[src/rtl/cnn_pkg.sv]
// Shared definitions for the CNN layer engines (pooling, conv, upsample).
// Contents: DRAM region bases, parameter-word count, one-hot engine states,
// fmap address packing and parameter range check.
package cnn_pkg;

  localparam int PARAM_BASE = 0;
  localparam int IFMAP_BASE = 65536;
  localparam int OFMAP_BASE = 131072;
  localparam int NUM_PARAM  = 3;
  localparam int DIM_MAX    = 16;

  typedef enum logic [3:0] {
    ST_IDLE     = 4'b0001,
    ST_LD_PARAM = 4'b0010,
    ST_UPSAMPLE = 4'b0100,
    ST_DONE     = 4'b1000
  } state_t;

  // Word offset of pixel (x,y,z) inside an fmap region: {z[3:0], y[4:0], x[4:0]}.
  function automatic logic [13:0] fmap_offset(input logic [5:0] x,
                                               input logic [5:0] y,
                                               input logic [5:0] z);
    return {z[3:0], y[4:0], x[4:0]};
  endfunction

  // A dimension is usable when it is 1..DIM_MAX.
  function automatic logic dim_ok(input logic [5:0] v);
    return (v != 6'd0) && (v <= 6'(DIM_MAX));
  endfunction

endpackage

[src/rtl/fmap_xyz_counter.sv]
// Raster-order (x fastest, then y, then z) fmap coordinate counter.
// Ports:
//   clk, srst      clock, synchronous active-high reset
//   step           advance one pixel
//   clr            return to (0,0,0); wins over step
//   w, h, d        fmap dimensions
//   x, y, z        current coordinate
//   last           current coordinate is (w-1, h-1, d-1)
module fmap_xyz_counter (
  input  logic       clk,
  input  logic       srst,
  input  logic       step,
  input  logic       clr,
  input  logic [5:0] w,
  input  logic [5:0] h,
  input  logic [5:0] d,
  output logic [5:0] x,
  output logic [5:0] y,
  output logic [5:0] z,
  output logic       last
);

  logic x_wrap;
  logic y_wrap;

  assign x_wrap = (x == w - 6'd1);
  assign y_wrap = (y == h - 6'd1);
  assign last   = x_wrap && y_wrap && (z == d - 6'd1);

  always_ff @(posedge clk) begin
    if (srst || clr) begin
      x <= '0;
      y <= '0;
      z <= '0;
    end else if (step) begin
      if (!x_wrap) begin
        x <= x + 6'd1;
      end else begin
        x <= '0;
        if (!y_wrap) begin
          y <= y + 6'd1;
        end else begin
          y <= '0;
          z <= z + 6'd1;
        end
      end
    end
  end

endmodule

[src/rtl/nn_upsample.sv]
// Nearest-neighbour 2x upsampling engine: reads a pooled fmap from DRAM and
// writes each source pixel to a 2x2 block of the destination fmap.
// Ports:
//   clk, srst            clock, synchronous active-high reset
//   enable               start request (sampled in IDLE only)
//   data_in              DRAM read data, valid RD_LAT cycles after a read issue
//   addr_in, dram_en_rd  DRAM read address / strobe (decoded from state)
//   addr_out, data_out,
//   dram_en_wr           DRAM write address / data / strobe (registered)
//   done                 1-cycle pulse at end of layer
//
// state        | meaning
// ST_IDLE      | waiting for enable
// ST_LD_PARAM  | reading W/H/D words, 3+RD_LAT cycles
// ST_UPSAMPLE  | 4-cycle slots: read pixel n at s=0, write pixel n-1 at s=0..3
// ST_DONE      | one cycle, raises done for the following cycle
module nn_upsample #(
  parameter int DATA_WIDTH = 32,
  parameter int ADDR_WIDTH = 18,
  parameter int RD_LAT     = 1,
  parameter int SRC_BASE   = cnn_pkg::IFMAP_BASE,
  parameter int DST_BASE   = cnn_pkg::OFMAP_BASE,
  parameter int PARAM_BASE = cnn_pkg::PARAM_BASE
) (
  input  logic                  clk,
  input  logic                  srst,
  input  logic                  enable,
  input  logic [DATA_WIDTH-1:0] data_in,
  output logic [DATA_WIDTH-1:0] data_out,
  output logic [ADDR_WIDTH-1:0] addr_in,
  output logic [ADDR_WIDTH-1:0] addr_out,
  output logic                  dram_en_rd,
  output logic                  dram_en_wr,
  output logic                  done
);

  import cnn_pkg::*;

  localparam logic [2:0] PC_LAST = 3'(NUM_PARAM + RD_LAT - 1);
  localparam logic [1:0] CAP_S   = 2'(RD_LAT);

  state_t                state;
  logic [2:0]            pc;
  logic [1:0]            s;
  logic [5:0]            w, h, d;
  logic                  first_slot;
  logic                  drain;
  logic [DATA_WIDTH-1:0] cap;
  logic [DATA_WIDTH-1:0] wdata;
  logic [5:0]            wx, wy, wz;
  logic [5:0]            x, y, z;
  logic                  last;
  logic                  cnt_step;
  logic                  cnt_clr;
  logic                  rd_par;
  logic                  rd_src;
  logic [13:0]           src_off;
  logic [13:0]           dst_off;

  // The counter tracks the pixel being read; it holds on the last pixel so
  // the drain slot can still latch its coordinates for the final writes.
  assign cnt_clr  = (state != ST_UPSAMPLE);
  assign cnt_step = (state == ST_UPSAMPLE) && (s == 2'd3) && !drain && !last;

  fmap_xyz_counter u_xyz (
    .clk  (clk),
    .srst (srst),
    .step (cnt_step),
    .clr  (cnt_clr),
    .w    (w),
    .h    (h),
    .d    (d),
    .x    (x),
    .y    (y),
    .z    (z),
    .last (last)
  );

  assign rd_par     = (state == ST_LD_PARAM) && (pc < 3'(NUM_PARAM));
  assign rd_src     = (state == ST_UPSAMPLE) && (s == 2'd0) && !drain;
  assign dram_en_rd = rd_par || rd_src;

  assign src_off = fmap_offset(x, y, z);
  // Sub-slot s picks the 2x2 corner: s[0] is dx, s[1] is dy.
  assign dst_off = fmap_offset({wx[4:0], s[0]}, {wy[4:0], s[1]}, wz);

  always_comb begin
    addr_in = '0;
    if (rd_par) begin
      addr_in = ADDR_WIDTH'(PARAM_BASE) + ADDR_WIDTH'(pc);
    end else if (rd_src) begin
      addr_in = ADDR_WIDTH'(SRC_BASE) + ADDR_WIDTH'(src_off);
    end
  end

  always_ff @(posedge clk) begin
    if (srst) begin
      state      <= ST_IDLE;
      pc         <= '0;
      s          <= '0;
      w          <= '0;
      h          <= '0;
      d          <= '0;
      first_slot <= 1'b0;
      drain      <= 1'b0;
      cap        <= '0;
      wdata      <= '0;
      wx         <= '0;
      wy         <= '0;
      wz         <= '0;
      data_out   <= '0;
      addr_out   <= '0;
      dram_en_wr <= 1'b0;
      done       <= 1'b0;
    end else begin
      done       <= 1'b0;
      dram_en_wr <= 1'b0;
      case (state)
        ST_IDLE: begin
          if (enable) begin
            state <= ST_LD_PARAM;
            pc    <= '0;
          end
        end
        ST_LD_PARAM: begin
          pc <= pc + 3'd1;
          if (pc == 3'(RD_LAT))     w <= data_in[5:0];
          if (pc == 3'(RD_LAT + 1)) h <= data_in[5:0];
          if (pc == PC_LAST) begin
            // Depth arrives on data_in in this very cycle, so it is checked live.
            d          <= data_in[5:0];
            s          <= '0;
            first_slot <= 1'b1;
            drain      <= 1'b0;
            if (dim_ok(w) && dim_ok(h) && dim_ok(data_in[5:0])) begin
              state <= ST_UPSAMPLE;
            end else begin
              state <= ST_DONE;
            end
          end
        end
        ST_UPSAMPLE: begin
          s <= s + 2'd1;
          if (s == CAP_S) cap <= data_in;
          if (!first_slot) begin
            dram_en_wr <= 1'b1;
            data_out   <= wdata;
            addr_out   <= ADDR_WIDTH'(DST_BASE) + ADDR_WIDTH'(dst_off);
          end
          if (s == 2'd3) begin
            // Hand the pixel just read to the write side for the next slot;
            // bypass cap when the read lands in this same cycle.
            first_slot <= 1'b0;
            wdata      <= (s == CAP_S) ? data_in : cap;
            wx         <= x;
            wy         <= y;
            wz         <= z;
            if (last)  drain <= 1'b1;
            if (drain) state <= ST_DONE;
          end
        end
        ST_DONE: begin
          done  <= 1'b1;
          state <= ST_IDLE;
        end
        default: state <= ST_IDLE;
      endcase
    end
  end

endmodule

[config.mk]
export PLATFORM = sky130hd
export DESIGN_NAME = nn_upsample
export DESIGN_NICKNAME = d
export VERILOG_FILES = /design/src/rtl/cnn_pkg.sv /design/src/rtl/fmap_xyz_counter.sv /design/src/rtl/nn_upsample.sv
export SDC_FILE = /design/constraint.sdc
export NUM_CORES = 1
export LEC_CHECK = 0
export CORE_ASPECT_RATIO = 1.25
export CORE_MARGIN = 2
export CORE_UTILIZATION = 55
export CTS_CLUSTER_DIAMETER = 100
export DETAILED_ROUTE_END_ITERATION = 8
export GPL_TIMING_DRIVEN = 0
export HOLD_SLACK_MARGIN = 0.08
export PLACE_DENSITY = 0.86
export SLEW_MARGIN = 20
export SYNTH_ARGS = -nofsm -noshare
export SYNTH_HDL_FRONTEND = slang
export SYNTH_SLANG_ARGS = --single-unit
[constraint.sdc]
create_clock -name clk -period 2.8 [get_ports clk]
set_input_delay 0.56 -clock clk [delete_from_list [all_inputs] [get_ports clk]]
set_output_delay 0.56 -clock clk [all_outputs]
set_load 0.005 [all_outputs]
==> metrics.cfg <==
[global_routing]
grt_start_max_net_pins=17
grt_first_pass_wirelength_um=33100
first_global_vias=6798
grt_antenna_before_repair=0
grt.overflow.total=0
grt.total_usage=0.286

[yosys]
synth-seq-area-share=0.463
synth_largest_type_area_fraction=0.463
post_synth_design_cell_area_sq_um=7440
synth.area.top_cells=sky130_fd_sc_hd__dfxtp_1 (46%), sky130_fd_sc_hd__nand2_1 (11%), sky130_fd_sc_hd__a21oi_1 (8.8%)
yosys.area.top_type=sky130_fd_sc_hd__dfxtp_1
yosys_warnings=0
synth_enable_flop_cells=0
post_synth_num_cell_types=51
ys_seq_elements=172
ys_async_sr_fraction=0
ys.flop_type=sky130_fd_sc_hd__dfxtp_1
postSynthCellCount=915
syn_avg_cell_area_sq_um=8.14

[setup_path]
critical_path.top_delay_family=simple AND/OR/NAND/NOR gates
critical_path.n_buffers_inverters=4
worstSetupPathType=flip-flop to output port
worst_setup_path_start_kind=flip-flop
worst-endpoint-required_ns=2.24
highest_fanout_seen_on_the_critical_path=4
cpPeakStageDelay_ns=0.56
slowest_stage=sky130_fd_sc_hd__or4b_4
crit_top_cell=sky130_fd_sc_hd__buf_6
crit_path_start=state[3]
crit_path_cell_trace=or4b_4 -> nor3b_4 -> clkbuf_8 -> buf_6 -> buf_6 -> and2_4 -> buf_6
crit-reg2reg-launch=w[0]
crit_path_end_kind=output port
crit_arrival_ns=2.26

[route]
drc=0
detail-route-antenna-nets=0
drt_pass1_iterations=5
vias=7039
viasPerCell=5.68
routed_wire_length_per_instance_um=16.4
initialDrtViolationCount=401
routed_wirelength_um=20300

[placement]
portBuffers=99
dpl.hpwl_um=13600
gp_congestion=0.894
numPlacedInstances=1190

[cells_and_area]
final_cell_mix=sky130_fd_sc_hd__nand2_1 (221), sky130_fd_sc_hd__dfxtp_1 (168), sky130_fd_sc_hd__a21oi_1 (131)
drive_above_1_share=0.0955
diodes=0
num-fill-cells=996
multiInputGateArea_sq_um=3710
number_of_nets_in_the_finished_design=1104
fin_cells=1239
layout.core_utilization=0.713
most_common_cell_after_layout_fill_and_taps_aside=sky130_fd_sc_hd__nand2_1
layout.area.seq_sq_um=3450
area_growth_pct=26.7

[clocking]
cts_tree=built
clock_tree.buffer_depth=2
clock-sinks=172
cts.clk_slew.worst_paths_ns=0.07
cts.root.buffer_cell=sky130_fd_sc_hd__clkbuf_16
clock_insertion_delay_worst_skew_ns=0.43
cts_hold_buf=0
cts-buffers-inserted=17
cts.htree.levels=4

[timing]
finalHoldViolations=0
timing.clock.skew_ns=0.00859
finalWorstSetupSlack_ns=-0.0168
finalCritPeriodShare=1.01
finalSetupViolations=2
clock.fmax_mhz=355
slew-limit-headroom=0.511
hold-worst-slack_ns=0.450
rsz0062_at_grt=yes
min_period_ns=2.82
actual_transition_at_the_worst_max_transition_pin_ns=0.733
timing_max_transition_violations_final=0

[outcome]
outcome=complete, but fails checks
violations_in_the_final_reports=setup timing

[die]
core_area_sq_um=13200
chipHeight_um=134
die_width_um=108
rows=47
design.portCount=106
initial_core_utilization=0.563
die-area_sq_um=14500

[pwr]
irDropWorstVdd_uv=449
powerDensity_nw_per_um2=516
cellLeakagePower_nw=3.14

[run]
maxCapViolCount=0

[hold_path]
holdCritStartpoint=wx[0]
min-delay-path-class=flip-flop to flip-flop

-- flip-flops by register name, indices dropped and copies added, names as in the netlist, 6 cells and up --
signal	count
addr_out	15
cap	32
d	6
data_out	32
h	6
u_xyz.x	6
u_xyz.y	6
u_xyz.z	6
w	6
wdata	32
-- what timing repair did --
action,CTS,global route
setup buffers,15,4
setup endpoints to repair,22,22
pin swaps,2,5
cloned,1,0
resized for setup,70,18
-- worst reg2reg max path: cells and delay by family (launching register included) --
kind                     cells  cell delay [ns]
flip-flops                   1             0.36
AND/OR/NAND/NOR              4             1.56
XOR/XNOR                     1             0.21
adder cells (fa/ha/maj)      1             0.17
buffers and inverters        1             0.08
AO/OA/AOI/OAI                1             0.17
-- per-stage QoR --
stage	total power [mW]	area, sq um	setup WS (ns)	TNS [ns]
2_1_floorplan	2.57	7460	0.252	0
6_report	4.87	9430	-0.0168	-0.0258
4_1_cts	4.86	9400	-0.00350	-0.00350
5_1_grt	4.98	9430	-0.0729	-0.166
3_3_place_gp	2.65	8670	-0.675	-8.87
3_5_place_dp	2.65	8670	-0.775	-10.03
-- routing by layer --
layer / global-route usage / wire length [um]
met1: 0.336 / 7880
met2: 0.509 / 10600
met3: 0.0569 / 1150
met4: 0.108 / 669
met5: 0 / 0
-- kinds of logic after synthesis --
family	synth area share
other	0.000504
multiplexers	0.0430
adder cells (fa/ha/maj)	0.0235
XOR/XNOR	0.0313
AND/OR/NAND/NOR	0.227
buffers and inverters	0.0479
flip-flops	0.463
AO/OA/AOI/OAI	0.165
-- cells in the mapped netlist, drive strengths merged (4+ instances only) --
cell type	count
and2	19
xnor2	16
buf	21
clkbuf	48
nand2b	4
or4	9
o21ai	11
mux2i	32
o31ai	8
ha	14
xor2	8
nor2	54
a211oi	34
nand3	35
nor3	10
inv	15
nor4	6
a21oi	131
dfxtp	172
or3	5
nand2	221
-- layout make-up --
class	count	share of cell area
clock inverters	15	0.0150
clock buffers	17	0.0451
flip-flops and latches	172	0.366
plain buffers	67	0.0332
inverters	15	0.00597
well taps	171	0.0227
repair buffers	118	0.119
multi-input cells	664	0.393
-- where the power goes --
group / internal (mW) / total [mW] / switching, mW
sequential: 2.45 / 2.45 / 0.00472
combinational: 0.0670 / 0.156 / 0.0888
clock: 1.24 / 2.26 / 1.02
total: 3.75 / 4.87 / 1.12
-- worst paths after layout --
path | to | cells past startpoint | slack (ns)
setup / recovery | addr_in[12] | 7 | -0.02
hold / removal | addr_out[1] | 2 | 0.45
setup reg to reg | u_xyz.y[3] | 8 | 0.18
hold reg to reg | addr_out[1] | 2 | 0.45
(Power assumes the default switching activity.)
